===== src/rtl/bwn_pkg.sv =====
// Shared types, default layer geometry and the weight-count helper for the BWN layer sequencer.
package bwn_pkg;

    typedef enum logic [1:0] {
        LOAD  = 2'd0,
        RUN   = 2'd1,
        DRAIN = 2'd2,
        DONE  = 2'd3
    } state_t;

    localparam int NUM_LAYERS = 4;

    // Element l holds the value for layer_id l.
    typedef logic [NUM_LAYERS-1:0][31:0] layer_vec_t;

    localparam layer_vec_t CLASS_NUM  = {32'd3, 32'd40, 32'd80, 32'd120};
    localparam layer_vec_t INPUT_SIZE = {32'd40, 32'd80, 32'd120, 32'd1274};

    function automatic longint total_weights(input layer_vec_t cn, input layer_vec_t isz);
        longint sum;
        sum = 0;
        for (int l = 0; l < NUM_LAYERS; l++) begin
            sum += longint'(cn[l]) * longint'(isz[l]);
        end
        return sum;
    endfunction

endpackage


===== src/rtl/bwn_layer_sequencer_if.sv =====
// Bus between the BWN layer sequencer and the UART front end / MAC engine / memories.
// cycle_cnt exists only when BWN_CYCLE_CNT_EN is defined.
interface bwn_layer_sequencer_if
    import bwn_pkg::*;
#(
    parameter int F_AW = 11,
    parameter int W_AW = 18
) ();

    // in_valid is a one-cycle strobe with no ready: a word is taken on every strobe
    // in LOAD and dropped (raising the sticky overrun) while busy.
    logic             in_valid;
    logic             in_wr_en;
    logic [F_AW-1:0]  in_wr_addr;
    logic [F_AW-1:0]  f_rd_addr;
    logic             f_rd_bank;
    logic [W_AW-1:0]  w_rd_addr;
    logic             acc_clr;
    logic             acc_en;
    logic             res_wr;
    logic [F_AW-1:0]  res_wr_addr;
    logic             res_last_layer;
    logic [1:0]       layer_id;
    logic             busy;
    logic             done;
    logic             overrun;
    state_t           dbg_state;
`ifdef BWN_CYCLE_CNT_EN
    logic [23:0]      cycle_cnt;
`endif

    modport master (
        input  in_valid,
        output in_wr_en, in_wr_addr, f_rd_addr, f_rd_bank, w_rd_addr,
        output acc_clr, acc_en, res_wr, res_wr_addr, res_last_layer,
        output layer_id, busy, done, overrun, dbg_state
`ifdef BWN_CYCLE_CNT_EN
        , output cycle_cnt
`endif
    );

    modport slave (
        output in_valid,
        input  in_wr_en, in_wr_addr, f_rd_addr, f_rd_bank, w_rd_addr,
        input  acc_clr, acc_en, res_wr, res_wr_addr, res_last_layer,
        input  layer_id, busy, done, overrun, dbg_state
`ifdef BWN_CYCLE_CNT_EN
        , input cycle_cnt
`endif
    );

endinterface


===== src/rtl/bwn_ctrl_pipe.sv =====
// Alignment pipe for issue tags: accumulate controls leave at depth DEPTH-1 (with the read data),
// result writes leave at depth DEPTH, one cycle after the last accumulate of a neuron.
module bwn_ctrl_pipe #(
    parameter int DEPTH = 2,
    parameter int NW    = 11
) (
    input  logic          clk,
    input  logic          rst_n,
    input  logic          i_valid,
    input  logic          i_first,
    input  logic          i_last,
    input  logic [NW-1:0] i_n,
    output logic          o_acc_en,
    output logic          o_acc_clr,
    output logic          o_res_wr,
    output logic [NW-1:0] o_res_n
);

    logic [DEPTH-1:0] r_valid;
    logic [DEPTH-1:0] r_last;
    // The first-flag is consumed at the accumulate tap, so it stops one stage early.
    logic [DEPTH-2:0] r_first;
    logic [NW-1:0]    r_n [DEPTH];

    always_ff @(posedge clk or negedge rst_n) begin
        if (!rst_n) begin
            r_valid <= '0;
            r_last  <= '0;
            r_first <= '0;
            for (int k = 0; k < DEPTH; k++) begin
                r_n[k] <= '0;
            end
        end else begin
            r_valid[0] <= i_valid;
            r_last[0]  <= i_last;
            r_first[0] <= i_first;
            r_n[0]     <= i_n;
            for (int k = 1; k < DEPTH; k++) begin
                r_valid[k] <= r_valid[k-1];
                r_last[k]  <= r_last[k-1];
                r_n[k]     <= r_n[k-1];
            end
            for (int k = 1; k < DEPTH - 1; k++) begin
                r_first[k] <= r_first[k-1];
            end
        end
    end

    assign o_acc_en  = r_valid[DEPTH-2];
    assign o_acc_clr = r_valid[DEPTH-2] & r_first[DEPTH-2];
    assign o_res_wr  = r_valid[DEPTH-1] & r_last[DEPTH-1];
    assign o_res_n   = o_res_wr ? r_n[DEPTH-1] : '0;

endmodule


===== src/rtl/bwn_layer_sequencer.sv =====
// Loads one feature frame, then time-multiplexes the shared XNOR/accumulate engine over four FC layers.
// Optional BWN_CYCLE_CNT_EN adds a cycle_cnt result on the bus, latched at each done.
module bwn_layer_sequencer
    import bwn_pkg::*;
#(
    parameter int CLASS_NUM1  = int'(CLASS_NUM[0]),
    parameter int CLASS_NUM2  = int'(CLASS_NUM[1]),
    parameter int CLASS_NUM3  = int'(CLASS_NUM[2]),
    parameter int CLASS_NUM4  = int'(CLASS_NUM[3]),
    parameter int INPUT_SIZE1 = int'(INPUT_SIZE[0]),
    parameter int INPUT_SIZE2 = int'(INPUT_SIZE[1]),
    parameter int INPUT_SIZE3 = int'(INPUT_SIZE[2]),
    parameter int INPUT_SIZE4 = int'(INPUT_SIZE[3]),
    parameter int RD_LAT      = 1,
    parameter int W_AW        = 18,
    parameter int F_AW        = 11
) (
    input  logic                 clk,
    input  logic                 rst_n,
    bwn_layer_sequencer_if.master bus
);

    localparam layer_vec_t CN_V  = {32'(CLASS_NUM4), 32'(CLASS_NUM3), 32'(CLASS_NUM2), 32'(CLASS_NUM1)};
    localparam layer_vec_t ISZ_V = {32'(INPUT_SIZE4), 32'(INPUT_SIZE3), 32'(INPUT_SIZE2), 32'(INPUT_SIZE1)};
    localparam longint TOTAL_W   = total_weights(CN_V, ISZ_V);
    localparam int DW            = $clog2(RD_LAT + 1);
    localparam logic [DW-1:0]   DRAIN_LAST = DW'(RD_LAT);
    localparam logic [F_AW-1:0] IN_LAST    = F_AW'(INPUT_SIZE1 - 1);

    generate
        if (TOTAL_W > (longint'(1) << W_AW)) begin : g_bad_w_aw
            $error("bwn_layer_sequencer: W_AW cannot address the total weight count");
        end
        if (INPUT_SIZE1 > (1 << F_AW)) begin : g_bad_f_aw
            $error("bwn_layer_sequencer: F_AW cannot address INPUT_SIZE1 features");
        end
        if (RD_LAT < 1 || RD_LAT > 3) begin : g_bad_rd_lat
            $error("bwn_layer_sequencer: RD_LAT must be 1..3");
        end
    endgenerate

    state_t           r_state, w_state_nxt;
    logic [F_AW-1:0]  r_in_cnt, r_i, r_n;
    logic [W_AW-1:0]  r_wptr;
    logic [DW-1:0]    r_drain;
    logic [1:0]       r_layer;
    logic             r_bank, r_overrun, r_done;

    logic             w_load_acc, w_load_last, w_issue, w_busy;
    logic             w_i_first, w_i_last, w_n_last, w_drain_end;
    logic [F_AW-1:0]  w_isz_m1, w_cn_m1, w_res_n;
    logic             w_acc_en, w_acc_clr, w_res_wr;

    always_comb begin
        w_isz_m1    = F_AW'(ISZ_V[r_layer] - 32'd1);
        w_cn_m1     = F_AW'(CN_V[r_layer] - 32'd1);
        w_load_acc  = (r_state == LOAD) && bus.in_valid;
        w_load_last = w_load_acc && (r_in_cnt == IN_LAST);
        w_issue     = (r_state == RUN);
        w_busy      = (r_state == RUN) || (r_state == DRAIN);
        w_i_first   = (r_i == '0);
        w_i_last    = (r_i == w_isz_m1);
        w_n_last    = (r_n == w_cn_m1);
        w_drain_end = (r_state == DRAIN) && (r_drain == DRAIN_LAST);
    end

    always_ff @(posedge clk or negedge rst_n) begin
        if (!rst_n) begin
            r_state <= LOAD;
        end else begin
            r_state <= w_state_nxt;
        end
    end

    always_comb begin
        w_state_nxt = r_state;
        case (r_state)
            LOAD:    if (w_load_last) w_state_nxt = RUN;
            RUN:     if (w_i_last && w_n_last) w_state_nxt = DRAIN;
            DRAIN:   if (w_drain_end) w_state_nxt = (r_layer == 2'd3) ? DONE : RUN;
            DONE:    w_state_nxt = LOAD;
            default: w_state_nxt = LOAD;
        endcase
    end

    // The weight pointer runs across neurons and layers, so ROM addressing needs no multiplier.
    always_ff @(posedge clk or negedge rst_n) begin
        if (!rst_n) begin
            r_in_cnt  <= '0;
            r_i       <= '0;
            r_n       <= '0;
            r_wptr    <= '0;
            r_drain   <= '0;
            r_layer   <= '0;
            r_bank    <= 1'b0;
            r_overrun <= 1'b0;
            r_done    <= 1'b0;
        end else begin
            if (w_load_acc) begin
                r_in_cnt <= w_load_last ? '0 : r_in_cnt + 1'b1;
            end
            if (bus.in_valid && w_busy) begin
                r_overrun <= 1'b1;
            end
            if (w_issue) begin
                r_wptr <= r_wptr + 1'b1;
                if (w_i_last) begin
                    r_i <= '0;
                    r_n <= w_n_last ? '0 : r_n + 1'b1;
                end else begin
                    r_i <= r_i + 1'b1;
                end
            end
            if (r_state == DRAIN) begin
                r_drain <= w_drain_end ? '0 : r_drain + 1'b1;
            end
            if (w_drain_end && (r_layer != 2'd3)) begin
                r_layer <= r_layer + 2'd1;
                r_bank  <= ~r_bank;
            end
            if (r_state == DONE) begin
                r_wptr  <= '0;
                r_layer <= '0;
                r_bank  <= 1'b0;
            end
            r_done <= (r_state == DONE);
        end
    end

    bwn_ctrl_pipe #(
        .DEPTH (RD_LAT + 1),
        .NW    (F_AW)
    ) u_pipe (
        .clk       (clk),
        .rst_n     (rst_n),
        .i_valid   (w_issue),
        .i_first   (w_i_first),
        .i_last    (w_i_last),
        .i_n       (r_n),
        .o_acc_en  (w_acc_en),
        .o_acc_clr (w_acc_clr),
        .o_res_wr  (w_res_wr),
        .o_res_n   (w_res_n)
    );

`ifdef BWN_CYCLE_CNT_EN
    logic [23:0] r_run_cnt, r_cycle_cnt;

    always_ff @(posedge clk or negedge rst_n) begin
        if (!rst_n) begin
            r_run_cnt   <= '0;
            r_cycle_cnt <= '0;
        end else begin
            r_run_cnt <= (r_state == LOAD) ? '0 : r_run_cnt + 24'd1;
            if (r_state == DONE) begin
                r_cycle_cnt <= r_run_cnt + 24'd1;
            end
        end
    end

    assign bus.cycle_cnt = r_cycle_cnt;
`endif

    assign bus.in_wr_en       = w_load_acc;
    assign bus.in_wr_addr     = w_load_acc ? r_in_cnt : '0;
    assign bus.f_rd_addr      = w_issue ? r_i : '0;
    assign bus.f_rd_bank      = r_bank;
    assign bus.w_rd_addr      = w_issue ? r_wptr : '0;
    assign bus.acc_clr        = w_acc_clr;
    assign bus.acc_en         = w_acc_en;
    assign bus.res_wr         = w_res_wr;
    assign bus.res_wr_addr    = w_res_n;
    assign bus.res_last_layer = w_res_wr && (r_layer == 2'd3);
    assign bus.layer_id       = r_layer;
    assign bus.busy           = w_busy;
    assign bus.done           = r_done;
    assign bus.overrun        = r_overrun;
    assign bus.dbg_state      = r_state;

endmodule

===== src/flat_wrapper.sv =====
// flat-port wrapper written by rule: the top's interface ports become plain ports
module bwn_layer_sequencer_flat import bwn_pkg::*;
#(
    parameter int CLASS_NUM1  = int'(CLASS_NUM[0]),
    parameter int CLASS_NUM2  = int'(CLASS_NUM[1]),
    parameter int CLASS_NUM3  = int'(CLASS_NUM[2]),
    parameter int CLASS_NUM4  = int'(CLASS_NUM[3]),
    parameter int INPUT_SIZE1 = int'(INPUT_SIZE[0]),
    parameter int INPUT_SIZE2 = int'(INPUT_SIZE[1]),
    parameter int INPUT_SIZE3 = int'(INPUT_SIZE[2]),
    parameter int INPUT_SIZE4 = int'(INPUT_SIZE[3]),
    parameter int RD_LAT      = 1,
    parameter int W_AW        = 18,
    parameter int F_AW        = 11
)
  (clk, rst_n, bus_in_valid, bus_in_wr_en, bus_in_wr_addr, bus_f_rd_addr, bus_f_rd_bank, bus_w_rd_addr, bus_acc_clr, bus_acc_en, bus_res_wr, bus_res_wr_addr, bus_res_last_layer, bus_layer_id, bus_busy, bus_done, bus_overrun, bus_dbg_state);
  bwn_layer_sequencer_if #(.F_AW(F_AW), .W_AW(W_AW)) bus_i ();
  input  logic clk;
  input  logic rst_n;
  input wire logic [$bits(bus_i.in_valid)-1:0] bus_in_valid;
  output wire logic [$bits(bus_i.in_wr_en)-1:0] bus_in_wr_en;
  output wire logic [$bits(bus_i.in_wr_addr)-1:0] bus_in_wr_addr;
  output wire logic [$bits(bus_i.f_rd_addr)-1:0] bus_f_rd_addr;
  output wire logic [$bits(bus_i.f_rd_bank)-1:0] bus_f_rd_bank;
  output wire logic [$bits(bus_i.w_rd_addr)-1:0] bus_w_rd_addr;
  output wire logic [$bits(bus_i.acc_clr)-1:0] bus_acc_clr;
  output wire logic [$bits(bus_i.acc_en)-1:0] bus_acc_en;
  output wire logic [$bits(bus_i.res_wr)-1:0] bus_res_wr;
  output wire logic [$bits(bus_i.res_wr_addr)-1:0] bus_res_wr_addr;
  output wire logic [$bits(bus_i.res_last_layer)-1:0] bus_res_last_layer;
  output wire logic [$bits(bus_i.layer_id)-1:0] bus_layer_id;
  output wire logic [$bits(bus_i.busy)-1:0] bus_busy;
  output wire logic [$bits(bus_i.done)-1:0] bus_done;
  output wire logic [$bits(bus_i.overrun)-1:0] bus_overrun;
  output wire logic [$bits(bus_i.dbg_state)-1:0] bus_dbg_state;
  assign bus_i.in_valid = bus_in_valid;
  assign bus_in_wr_en = bus_i.in_wr_en;
  assign bus_in_wr_addr = bus_i.in_wr_addr;
  assign bus_f_rd_addr = bus_i.f_rd_addr;
  assign bus_f_rd_bank = bus_i.f_rd_bank;
  assign bus_w_rd_addr = bus_i.w_rd_addr;
  assign bus_acc_clr = bus_i.acc_clr;
  assign bus_acc_en = bus_i.acc_en;
  assign bus_res_wr = bus_i.res_wr;
  assign bus_res_wr_addr = bus_i.res_wr_addr;
  assign bus_res_last_layer = bus_i.res_last_layer;
  assign bus_layer_id = bus_i.layer_id;
  assign bus_busy = bus_i.busy;
  assign bus_done = bus_i.done;
  assign bus_overrun = bus_i.overrun;
  assign bus_dbg_state = bus_i.dbg_state;
  bwn_layer_sequencer #(.CLASS_NUM1(CLASS_NUM1), .CLASS_NUM2(CLASS_NUM2), .CLASS_NUM3(CLASS_NUM3), .CLASS_NUM4(CLASS_NUM4), .INPUT_SIZE1(INPUT_SIZE1), .INPUT_SIZE2(INPUT_SIZE2), .INPUT_SIZE3(INPUT_SIZE3), .INPUT_SIZE4(INPUT_SIZE4), .RD_LAT(RD_LAT), .W_AW(W_AW), .F_AW(F_AW)) u_core (.clk(clk), .rst_n(rst_n), .bus(bus_i));
endmodule

===== config.mk =====
export PLATFORM = sky130hd
export DESIGN_NAME = bwn_layer_sequencer_flat
export DESIGN_NICKNAME = d
export VERILOG_FILES = /design/src/rtl/bwn_pkg.sv /design/src/rtl/bwn_layer_sequencer_if.sv /design/src/rtl/bwn_ctrl_pipe.sv /design/src/rtl/bwn_layer_sequencer.sv /design/src/flat_wrapper.sv
export SDC_FILE = /design/constraint.sdc
export NUM_CORES = 1
export LEC_CHECK = 0
export BUFFER_PORTS_ARGS = -buffer_cell sky130_fd_sc_hd__buf_2
export CAP_MARGIN = 40
export CORE_UTILIZATION = 33
export CTS_CLUSTER_DIAMETER = 120
export DETAILED_ROUTE_END_ITERATION = 10
export GPL_TIMING_DRIVEN = 0
export HOLD_SLACK_MARGIN = 0.1
export SLEW_MARGIN = 20
export SYNTH_ARGS = -nofsm -noshare
export SYNTH_HDL_FRONTEND = slang
export SYNTH_HIERARCHICAL = 1
export SYNTH_SLANG_ARGS = --single-unit

===== constraint.sdc =====
create_clock -name clk -period 7.73 [get_ports clk]
set_clock_uncertainty 0.1 [all_clocks]
set_input_delay 0.3865 -clock clk [delete_from_list [all_inputs] [get_ports clk]]
set_output_delay 0.3865 -clock clk [all_outputs]
set_load 0.05 [all_outputs]

==> results of run 1 <==
[cells in the mapped netlist (5+ instances only)]
master	instances	area, um^2
sky130_fd_sc_hd__and4_1	5	43.8
sky130_fd_sc_hd__nand2_1	26	97.6
sky130_fd_sc_hd__clkbuf_1	9	33.8
sky130_fd_sc_hd__inv_1	13	48.8
sky130_fd_sc_hd__xor2_1	30	263
sky130_fd_sc_hd__o21ai_0	16	80.1
sky130_fd_sc_hd__xnor2_1	17	149
sky130_fd_sc_hd__dfrtp_1	86	2150
sky130_fd_sc_hd__and2_1	32	200
sky130_fd_sc_hd__ha_1	17	213
sky130_fd_sc_hd__o31ai_1	8	60.1
sky130_fd_sc_hd__nor2_1	49	184
sky130_fd_sc_hd__nand3_1	24	120
sky130_fd_sc_hd__nand4_1	10	62.6
sky130_fd_sc_hd__and3_1	21	131
[how the worst min path moves through the flow]
| stage | end | depth (start not counted) |
|---|---|---|
| after floorplan | u_core/bus.dbg_state[0] | 0 |
| after global routing | u_core/u_pipe/r_n[8] | 0 |
| final | u_core/u_pipe/r_n[9] | 0 |
| after CTS | u_core/u_pipe/r_n[10] | 0 |
| after global placement | u_core/u_pipe/r_n[10] | 0 |
| after detailed placement | u_core/u_pipe/r_n[0] | 0 |
[layout make-up]
type | count | area, um^2 | area share, %
buffer | 15 | 85.1 | 1.65
clock buffer | 9 | 225 | 4.36
timing repair buffer | 68 | 370 | 7.16
inverter | 13 | 48.8 | 0.944
sequential | 86 | 2150 | 41.6
multi-input combinational | 297 | 1970 | 38.1
tap | 172 | 215 | 4.16
clock inverter | 7 | 104 | 2.01
[metrics by stage]
stage	instance area (um^2)	power, uW	hold WS [ns]	setup slack [ns]	util [%]
global placement	4800	469	0.234	4.84	38.1
CTS	5170	951	0.249	4.51	41.0
finish	5170	938	0.247	4.57	41.0
global route	5170	973	0.253	4.35	41.0
floorplan	4260	459	-0.00909	4.94	-
detailed placement	4830	471	0.235	4.80	38.3
[sequential cells by signal (all words and copies together), names as in the netlist]
register and cells:
u_core/u_pipe/r_n 22, u_core/r_wptr 18, u_core/r_i 11, u_core/r_in_cnt 11
u_core/r_n 11, u_core/bus.dbg_state 2, u_core/bus.layer_id 2, u_core/u_pipe/r_last 2
u_core/u_pipe/r_valid 2, u_core/bus.done 1, u_core/bus.f_rd_bank 1, u_core/bus.overrun 1
u_core/r_drain 1, u_core/u_pipe/r_first 1
[layer usage]
metal | vias up | global-route usage [%] | wire length (um)
met1 | 1482 | 19.4 | 4400
met2 | 66 | 22.2 | 3920
met5 | - | 0 | 0
li1 | 1552 | - | -
met4 | 0 | 5.45 | 142
met3 | 12 | 2.93 | 331
[report_power, final]
| group | total, uW | switching, uW | internal [uW] |
|---|---|---|---|
| Sequential | 450 | 0.0000000000000141 | 450 |
| Combinational | 12.0 | 9.52 | 2.45 |
| Clock | 476 | 189 | 287 |
[cells by family (layout without fill, tap and decap cells)]
kind of cell | after synthesis | after routing | share of synthesized area (%)
muxes | 3 | 3 | 0.705
xor gates and xnor gates | 48 | 48 | 10.2
buffers and inverters | 28 | 112 | 3.15
DFF | 86 | 86 | 50.6
AOI/OAI and AO/OA | 33 | 33 | 4.82
adders and majority gates | 17 | 17 | 5.00
and+or+nand+nor | 196 | 196 | 25.6
[placed cells by master (no fill, tap or decap), drive strengths merged, types with 2 or more instances in the layout]
cell type / instances
nand2: 26
dfrtp: 86
nor4: 4
bufinv: 2
or3: 2
nor2b: 3
nor2: 49
a21oi: 2
clkinvlp: 2
nand2b: 3
inv: 15
mux2i: 3
xnor2: 17
a21o: 2
nand3: 24
nor3: 2
and2b: 2
o21ai: 16
buf: 73
and4: 5
ha: 17
xor2: 30
and4bb: 2
o31ai: 8
nand3b: 3
nand4: 10
and3: 23
clkbuf: 18
and2: 33
[critical path, delay by kind of cell, from the launching register on]
kind                     cells  cell delay, ns
flip-flops                   1            0.45
adder cells (fa/ha/maj)      1            0.41
buffers and inverters        4            1.24
AND/OR/NAND/NOR              1            0.22
[repair_timing]
action                    CTS  global route
hold endpoints to repair   33             0
setup buffers               0             0
hold buffers                1             0
==> metrics.txt, run 1 <==
# TYPE chip_impl_metric gauge
chip_impl_info{name="status",value="completed"} 1
chip_impl_info{name="critical-path-top-cell-by-count",value="sky130_fd_sc_hd__clkbuf_1"} 1
chip_impl_info{name="setup.worst_path.start",value="u_core/bus.dbg_state[1]"} 1
chip_impl_info{name="cts_tree",value="done"} 1
chip_impl_metric{name="clock_sinks",unit=""} 86
chip_impl_metric{name="maxcap_viol_count",unit=""} 0
chip_impl_metric{name="post_route_cells_drive_above_1_share",unit="%"} 19.6
chip_impl_metric{name="post_synthesis_cell_count",unit=""} 411
chip_impl_metric{name="synth.avg_cell_area",unit="um^2"} 10.4
chip_impl_info{name="worst_setup_path_end_kind",value="output pin"} 1
chip_impl_metric{name="vdd_ir_max",unit="mV"} 0.118
chip_impl_info{name="hp-class",value="register to register"} 1
chip_impl_metric{name="worst_slew_margin_rel",unit="%"} 59.0
chip_impl_metric{name="post_synth_num_cell_types",unit=""} 44
chip_impl_metric{name="max_clock_freq",unit="GHz"} 0.317
chip_impl_metric{name="floorplan.io_pins",unit=""} 67
chip_impl_metric{name="detail_route.first_pass.iterations",unit=""} 4
chip_impl_info{name="critical-path-slowest-cell",value="sky130_fd_sc_hd__dfrtp_1"} 1
chip_impl_metric{name="synth_seq_cells",unit=""} 86
chip_impl_metric{name="layout_area_growth_over_synthesis",unit="%"} 21.5
chip_impl_metric{name="synthArstFlopShare",unit="%"} 100
chip_impl_metric{name="maximum_number_of_pins_on_one_net_before_global_route_repair",unit=""} 54
chip_impl_metric{name="fillerInstances",unit=""} 1232
chip_impl_metric{name="routed_wirelength",unit="mm"} 8.80
chip_impl_metric{name="finalCritPeriodShare",unit="%"} 40.8
chip_impl_info{name="criticalPathCategory",value="register to output pin"} 1
chip_impl_metric{name="cts_htree_levels",unit=""} 3
chip_impl_metric{name="final.setup.tns",unit="ns"} 0
chip_impl_info{name="predominant_post_synthesis_flop_cell",value="sky130_fd_sc_hd__dfrtp_1"} 1
chip_impl_metric{name="synth_nets",unit=""} 431
chip_impl_metric{name="die-area",unit="um^2"} 13400
chip_impl_info{name="hold_path_startpoint",value="u_core/u_pipe/r_n[20]"} 1
chip_impl_metric{name="timing_worst_slew_pin_value",unit="ns"} 0.612
chip_impl_info{name="worstSetupEndpoint",value="bus_w_rd_addr[17]"} 1
chip_impl_metric{name="placement_rows",unit=""} 41
chip_impl_metric{name="viasPerCell",unit=""} 4.67
chip_impl_metric{name="route.antenna.remaining_nets",unit=""} 0
chip_impl_info{name="clk_root_buffer_cell",value="sky130_fd_sc_hd__clkbuf_16"} 1
chip_impl_info{name="cp_cell_sequence",value="inv_1 > ha_1 > clkbuf_1 > clkbuf_1 > and2_1 > buf_2"} 1
chip_impl_metric{name="worst-endpoint-arrival",unit="ns"} 2.67
chip_impl_info{name="rr_startpoint",value="u_core/bus.layer_id[1]"} 1
chip_impl_metric{name="antenna_violations_before_repair",unit=""} 0
chip_impl_metric{name="place.gp.congestion",unit=""} 0.826
chip_impl_metric{name="r2r_setup_slack",unit="ns"} 4.84
chip_impl_metric{name="tritoncts.num_buffers",unit=""} 9
chip_impl_metric{name="routed-via-count",unit=""} 3112
chip_impl_metric{name="dp_cells",unit=""} 650
chip_impl_metric{name="clkSlewWorstSetupHoldPaths",unit="ns"} 0.06
chip_impl_metric{name="p_per_area",unit="nW/um^2"} 181
chip_impl_metric{name="instances_no_fill",unit=""} 667
chip_impl_metric{name="crit_required",unit="ns"} 7.24
chip_impl_metric{name="clockBufferDepth",unit=""} 2
chip_impl_metric{name="final_hold_viol_count",unit=""} 0
chip_impl_metric{name="synth_warnings",unit=""} 6
chip_impl_metric{name="initial_utilization",unit="%"} 33.7
chip_impl_metric{name="diodes",unit=""} 0
chip_impl_metric{name="setup_violations",unit=""} 0
chip_impl_metric{name="seq_area_frac_synth",unit="%"} 50.6
chip_impl_info{name="critPathLaunchType",value="register"} 1
chip_impl_metric{name="drcViolationCount",unit=""} 0
chip_impl_info{name="worst_r2r_end",value="u_core/bus.dbg_state[1]"} 1
chip_impl_metric{name="clock_latency",unit="ns"} 0.34
chip_impl_metric{name="number_of_global_route_vias_before_repair",unit=""} 2970
chip_impl_metric{name="floorplan.die.height",unit="um"} 116
chip_impl_metric{name="hpwlAfterDp",unit="mm"} 6.25
chip_impl_metric{name="power.static_leakage",unit="uW"} 0.00262
chip_impl_metric{name="grt_first_pass_wirelength",unit="mm"} 14.8
chip_impl_metric{name="port_buffer_count",unit=""} 66
chip_impl_metric{name="core_region_area",unit="um^2"} 12600
chip_impl_metric{name="detail_route.iter0.violations",unit=""} 127
chip_impl_metric{name="grt_overflow_total",unit=""} 0
chip_impl_metric{name="netlist_area",unit="um^2"} 4260
chip_impl_metric{name="cts_resized",unit=""} 0
chip_impl_metric{name="nets",unit=""} 510
chip_impl_metric{name="final.min_clock_period",unit="ns"} 3.16
chip_impl_metric{name="r2r_cells",unit=""} 7
chip_impl_metric{name="synth-edff-count",unit=""} 0
chip_impl_metric{name="grt_util_all_layers",unit="%"} 14.2
chip_impl_metric{name="maxSlewViolCount",unit=""} 0
chip_impl_metric{name="width_of_the_chip",unit="um"} 116
chip_impl_metric{name="max_stage_delay",unit="ns"} 0.45
chip_impl_metric{name="detail_route.wl_per_cell",unit="um"} 13.2
chip_impl_metric{name="crit_path_max_fanout",unit=""} 10
chip_impl_info{name="grt_setup_unrepaired",value="no"} 1
Note: power is estimated with default switching activity, not from simulation.
==> run 2, diff against run 1 <==
- ABC_AREA: unset -> 1
- clock period: 7.73 -> 3.2 ns (I/O delays scaled with it)
==> run 2 against run 1 <==
Effect of this change: via count is 32% higher; register-to-register slack worse by 4.1 ns; area after synthesis up 12%; count of clock-buffer cells in the layout up 2; clock power rose by 110%; non-clock buffer count fell by 2; die area up 12%; cell area rose by 9.8%.
==> metrics.txt, run 2 <==
# TYPE chip_impl_metric gauge
chip_impl_info{name="synthTopCellsByArea",value="sky130_fd_sc_hd__dfrtp_1 45%, sky130_fd_sc_hd__nand2_1 11%, sky130_fd_sc_hd__inv_1 9.3%"} 1
chip_impl_metric{name="yosys-mux-area-fraction",unit="%"} 0
chip_impl_info{name="predominant_post_synthesis_flop_cell",value="sky130_fd_sc_hd__dfrtp_1"} 1
chip_impl_info{name="biggestRegsByFlops",value="u_core/u_pipe/r_n (22), u_core/r_wptr (18)"} 1
chip_impl_metric{name="synth_seq_cells",unit=""} 86
chip_impl_info{name="main_combinational_cell_family_by_area_after_synthesis",value="simple AND/OR/NAND/NOR gates"} 1
chip_impl_metric{name="netSwitchingFraction",unit="%"} 46.7
chip_impl_info{name="mostFrequentLayoutCells",value="140 x sky130_fd_sc_hd__nand2_1, 118 x sky130_fd_sc_hd__inv_1, 86 x sky130_fd_sc_hd__dfrtp_1"} 1
chip_impl_metric{name="synth-edff-count",unit=""} 0
chip_impl_metric{name="timing_worst_slew_pin_value",unit="ns"} 0.633
chip_impl_metric{name="synthArstFlopShare",unit="%"} 100
chip_impl_info{name="hp-class",value="input pin to async pin"} 1
chip_impl_metric{name="nets",unit=""} 726
chip_impl_metric{name="grt_util_all_layers",unit="%"} 16.2
chip_impl_metric{name="grt_overflow_total",unit=""} 0
chip_impl_metric{name="antenna_violations_before_repair",unit=""} 0
chip_impl_metric{name="placement_rows",unit=""} 43
chip_impl_info{name="rr_startpoint",value="u_core/bus.layer_id[1]"} 1
chip_impl_metric{name="layout_area_growth_over_synthesis",unit="%"} 18.9
chip_impl_info{name="max_flop_register",value="u_core/u_pipe/r_n"} 1
chip_impl_metric{name="synth_xor_xnor_area_share",unit="%"} 3.30
chip_impl_metric{name="maxcap_viol_count",unit=""} 0
chip_impl_metric{name="cts_resized",unit=""} 0
chip_impl_metric{name="power.internal",unit="uW"} 2370
chip_impl_metric{name="detail_route.wl_per_cell",unit="um"} 12.5
chip_impl_metric{name="holdWs",unit="ns"} 0.164
chip_impl_metric{name="flip_flop_count_of_the_largest_register_all_copies_and_words_added",unit=""} 22
chip_impl_metric{name="maximum_number_of_pins_on_one_net_before_global_route_repair",unit=""} 56
chip_impl_metric{name="pnr_worst_setup_slack",unit="ns"} 0.393
chip_impl_metric{name="number_of_buffers_inserted_to_repair_setup_after_cts",unit=""} 0
chip_impl_metric{name="hpwlAfterDp",unit="mm"} 8.22
chip_impl_metric{name="initial_utilization",unit="%"} 34.1
chip_impl_info{name="status",value="completed"} 1
chip_impl_metric{name="finalCritPeriodShare",unit="%"} 87.7
chip_impl_metric{name="width_of_the_chip",unit="um"} 122
chip_impl_metric{name="drcViolationCount",unit=""} 0
chip_impl_metric{name="final.min_clock_period",unit="ns"} 2.81
chip_impl_metric{name="diodes",unit=""} 0
chip_impl_metric{name="floorplan.io_pins",unit=""} 67
chip_impl_info{name="post-synth-top-count-cell",value="sky130_fd_sc_hd__nand2_1"} 1
chip_impl_metric{name="pre_cts_slack",unit="ns"} 0.702
chip_impl_info{name="synth.largest_area_cell",value="sky130_fd_sc_hd__dfrtp_1"} 1
chip_impl_info{name="grt_setup_unrepaired",value="no"} 1
chip_impl_info{name="clk_root_buffer_cell",value="sky130_fd_sc_hd__clkbuf_16"} 1
chip_impl_metric{name="synth_warnings",unit=""} 6
chip_impl_metric{name="number_of_global_route_vias_before_repair",unit=""} 3923
chip_impl_metric{name="r2r_setup_slack",unit="ns"} 0.76
chip_impl_metric{name="synth_nets",unit=""} 646
chip_impl_info{name="worst_r2r_end",value="u_core/r_n[6]"} 1
chip_impl_metric{name="routed_wirelength",unit="mm"} 11.1
chip_impl_metric{name="clkSlewWorstSetupHoldPaths",unit="ns"} 0.07
chip_impl_metric{name="max_clock_freq",unit="GHz"} 0.356
chip_impl_metric{name="die-area",unit="um^2"} 15000
chip_impl_metric{name="clockBufferDepth",unit=""} 2
chip_impl_metric{name="post_synthesis_cell_count",unit=""} 626
chip_impl_metric{name="vdd_ir_max",unit="mV"} 0.471
chip_impl_metric{name="routed-via-count",unit=""} 4094
chip_impl_metric{name="route.antenna.remaining_nets",unit=""} 0
chip_impl_info{name="worst_setup_path_end_kind",value="output pin"} 1
chip_impl_metric{name="power_share_of_the_combinational_group",unit="%"} 43.5
chip_impl_metric{name="viasPerCell",unit=""} 4.59
chip_impl_metric{name="synth_top_area_share",unit="%"} 45.1
chip_impl_info{name="layout.cells.most_common",value="sky130_fd_sc_hd__nand2_1"} 1
chip_impl_metric{name="grt_first_pass_wirelength",unit="mm"} 18.9
chip_impl_metric{name="seq_area_frac_synth",unit="%"} 45.1
chip_impl_metric{name="setup_violations",unit=""} 0
chip_impl_metric{name="portion_of_total_power_attributed_to_sequential_cells",unit="%"} 33.5
chip_impl_metric{name="post_synth_num_cell_types",unit=""} 40
chip_impl_metric{name="clock_sinks",unit=""} 86
chip_impl_metric{name="post_route_cells_drive_above_1_share",unit="%"} 16.3
chip_impl_metric{name="port_buffer_count",unit=""} 66
chip_impl_metric{name="synth_compound_area_share",unit="%"} 6.74
chip_impl_metric{name="dp_cells",unit=""} 873
chip_impl_metric{name="final_hold_viol_count",unit=""} 0
chip_impl_metric{name="worst_slew_margin_rel",unit="%"} 57.4
chip_impl_metric{name="synth_fa_ha_area_share",unit="%"} 4.46
chip_impl_metric{name="switching_component_of_the_power",unit="uW"} 2070
chip_impl_info{name="criticalPathCategory",value="register to output pin"} 1
chip_impl_metric{name="p_per_area",unit="nW/um^2"} 782
chip_impl_metric{name="place.gp.congestion",unit=""} 0.865
chip_impl_metric{name="crit_required",unit="ns"} 2.94
chip_impl_metric{name="power.static_leakage",unit="uW"} 0.00322
chip_impl_metric{name="instances_no_fill",unit=""} 891
chip_impl_metric{name="r2r_cells",unit=""} 11
chip_impl_metric{name="synth.avg_cell_area",unit="um^2"} 7.63
chip_impl_metric{name="final.setup.tns",unit="ns"} 0
chip_impl_metric{name="tritoncts.num_buffers",unit=""} 9
chip_impl_info{name="cts_tree",value="done"} 1
chip_impl_metric{name="maxSlewViolCount",unit=""} 0
chip_impl_metric{name="clock_latency",unit="ns"} 0.35
chip_impl_info{name="critPathLaunchType",value="register"} 1
chip_impl_metric{name="detail_route.iter0.violations",unit=""} 244
chip_impl_info{name="synth.top_cells.by_count",value="140 x sky130_fd_sc_hd__nand2_1, 118 x sky130_fd_sc_hd__inv_1, 86 x sky130_fd_sc_hd__dfrtp_1, 73 x sky130_fd_sc_hd__nor2_1, 43 x sky130_fd_sc_hd__nand3_1"} 1
chip_impl_metric{name="crit_path_max_fanout",unit=""} 10
chip_impl_metric{name="cts_htree_levels",unit=""} 3
chip_impl_metric{name="netlist_area",unit="um^2"} 4770
chip_impl_metric{name="core_region_area",unit="um^2"} 14000
chip_impl_metric{name="detail_route.first_pass.iterations",unit=""} 4
chip_impl_metric{name="synth_simple_gate_area_share",unit="%"} 29.1
chip_impl_metric{name="floorplan.die.height",unit="um"} 122
chip_impl_metric{name="power_frac_clock",unit="%"} 23.0
chip_impl_metric{name="worst-endpoint-arrival",unit="ns"} 2.55
[run 2: cell count changes after synthesis, moves of 6 or more]
cell                       change
sky130_fd_sc_hd__a21oi_1      +17
sky130_fd_sc_hd__and2_1       -32
sky130_fd_sc_hd__and3_1       -19
sky130_fd_sc_hd__clkbuf_1      -6
sky130_fd_sc_hd__inv_1       +105
sky130_fd_sc_hd__nand2_1     +114
sky130_fd_sc_hd__nand3_1      +19
sky130_fd_sc_hd__nor2_1       +24
sky130_fd_sc_hd__nor2_2       +11
sky130_fd_sc_hd__nor3_1       +13
sky130_fd_sc_hd__o31ai_1       -7
sky130_fd_sc_hd__xnor2_1      -15
sky130_fd_sc_hd__xor2_1       -14
[run 2: power groups by stage]
stage                     combinational (uW)  sequential [uW]  clock [uW]
after floorplan                         1370             1570           0
after global placement                  1920             1510           0
after detailed placement                1930             1510           0
after CTS                               1940             1490        1050
after global routing                    2150             1520        1090
final                                   1930             1490        1020
[run 2: final cells by class]
type | instances | area [um^2]
plain buffers | 12 | 76.3
clock buffers | 11 | 253
clock inverters | 5 | 40.0
fillers | 1498 | 8310
inverters | 123 | 462
multi-input cells | 405 | 2080
flip-flops and latches | 86 | 2150
well taps | 180 | 225
repair buffers | 69 | 384
[run 2: how the worst max path moves through the flow]
stage	startpoint	endpoint	slack (ns)
detailed placement	u_core/bus.dbg_state[1]	bus_f_rd_addr[10]	0.70
CTS	u_core/bus.dbg_state[1]	bus_f_rd_addr[10]	0.32
global route	u_core/bus.dbg_state[1]	bus_w_rd_addr[9]	0.18
finish	u_core/bus.dbg_state[1]	bus_f_rd_addr[9]	0.39
global placement	u_core/bus.dbg_state[1]	bus_f_rd_addr[10]	0.71
floorplan	u_core/bus.dbg_state[0]	u_core/bus.dbg_state[1]	0.48
[run 2: timing repair]
| item | in CTS | in global routing |
|---|---|---|
| hold buffers | 2 | 0 |
| endpoints found under the setup margin | 0 | 0 |
| hold endpoints to repair | 89 | 0 |
[run 2: per-stage QoR]
step                util (%)  instance area (um^2)  power (uW)
finish                  40.6                  5680        4440
CTS                     40.6                  5680        4490
global placement        38.1                  5330        3430
detailed placement      38.3                  5360        3440
global route            40.6                  5680        4760
floorplan                  -                  4770        2940
[run 2: cell families after synthesis]
logic type,after synthesis
buffers and inverters,135
AND/OR/NAND/NOR,314
XOR/XNOR,18
AO/OA/AOI/OAI,56
adder cells (fa/ha/maj),17
flip-flops,86
[run 2: critical path: stages, from the launching register on]
cell,delay (ns)
sky130_fd_sc_hd__dfrtp_1,0.44
sky130_fd_sc_hd__inv_1,0.12
sky130_fd_sc_hd__ha_1,0.18
sky130_fd_sc_hd__buf_4,0.20
sky130_fd_sc_hd__buf_2,0.28
sky130_fd_sc_hd__buf_2,0.26
sky130_fd_sc_hd__buf_2,0.29
sky130_fd_sc_hd__nand2_1,0.10
sky130_fd_sc_hd__inv_1,0.06
sky130_fd_sc_hd__buf_2,0.25
[run 2: routing by layer]
layer  track usage (%)  share of wire [%]
met5                 0                  0
met4              4.65                1.3
met3              3.76                4.1
met2              25.8                 45
met1              21.8                 50
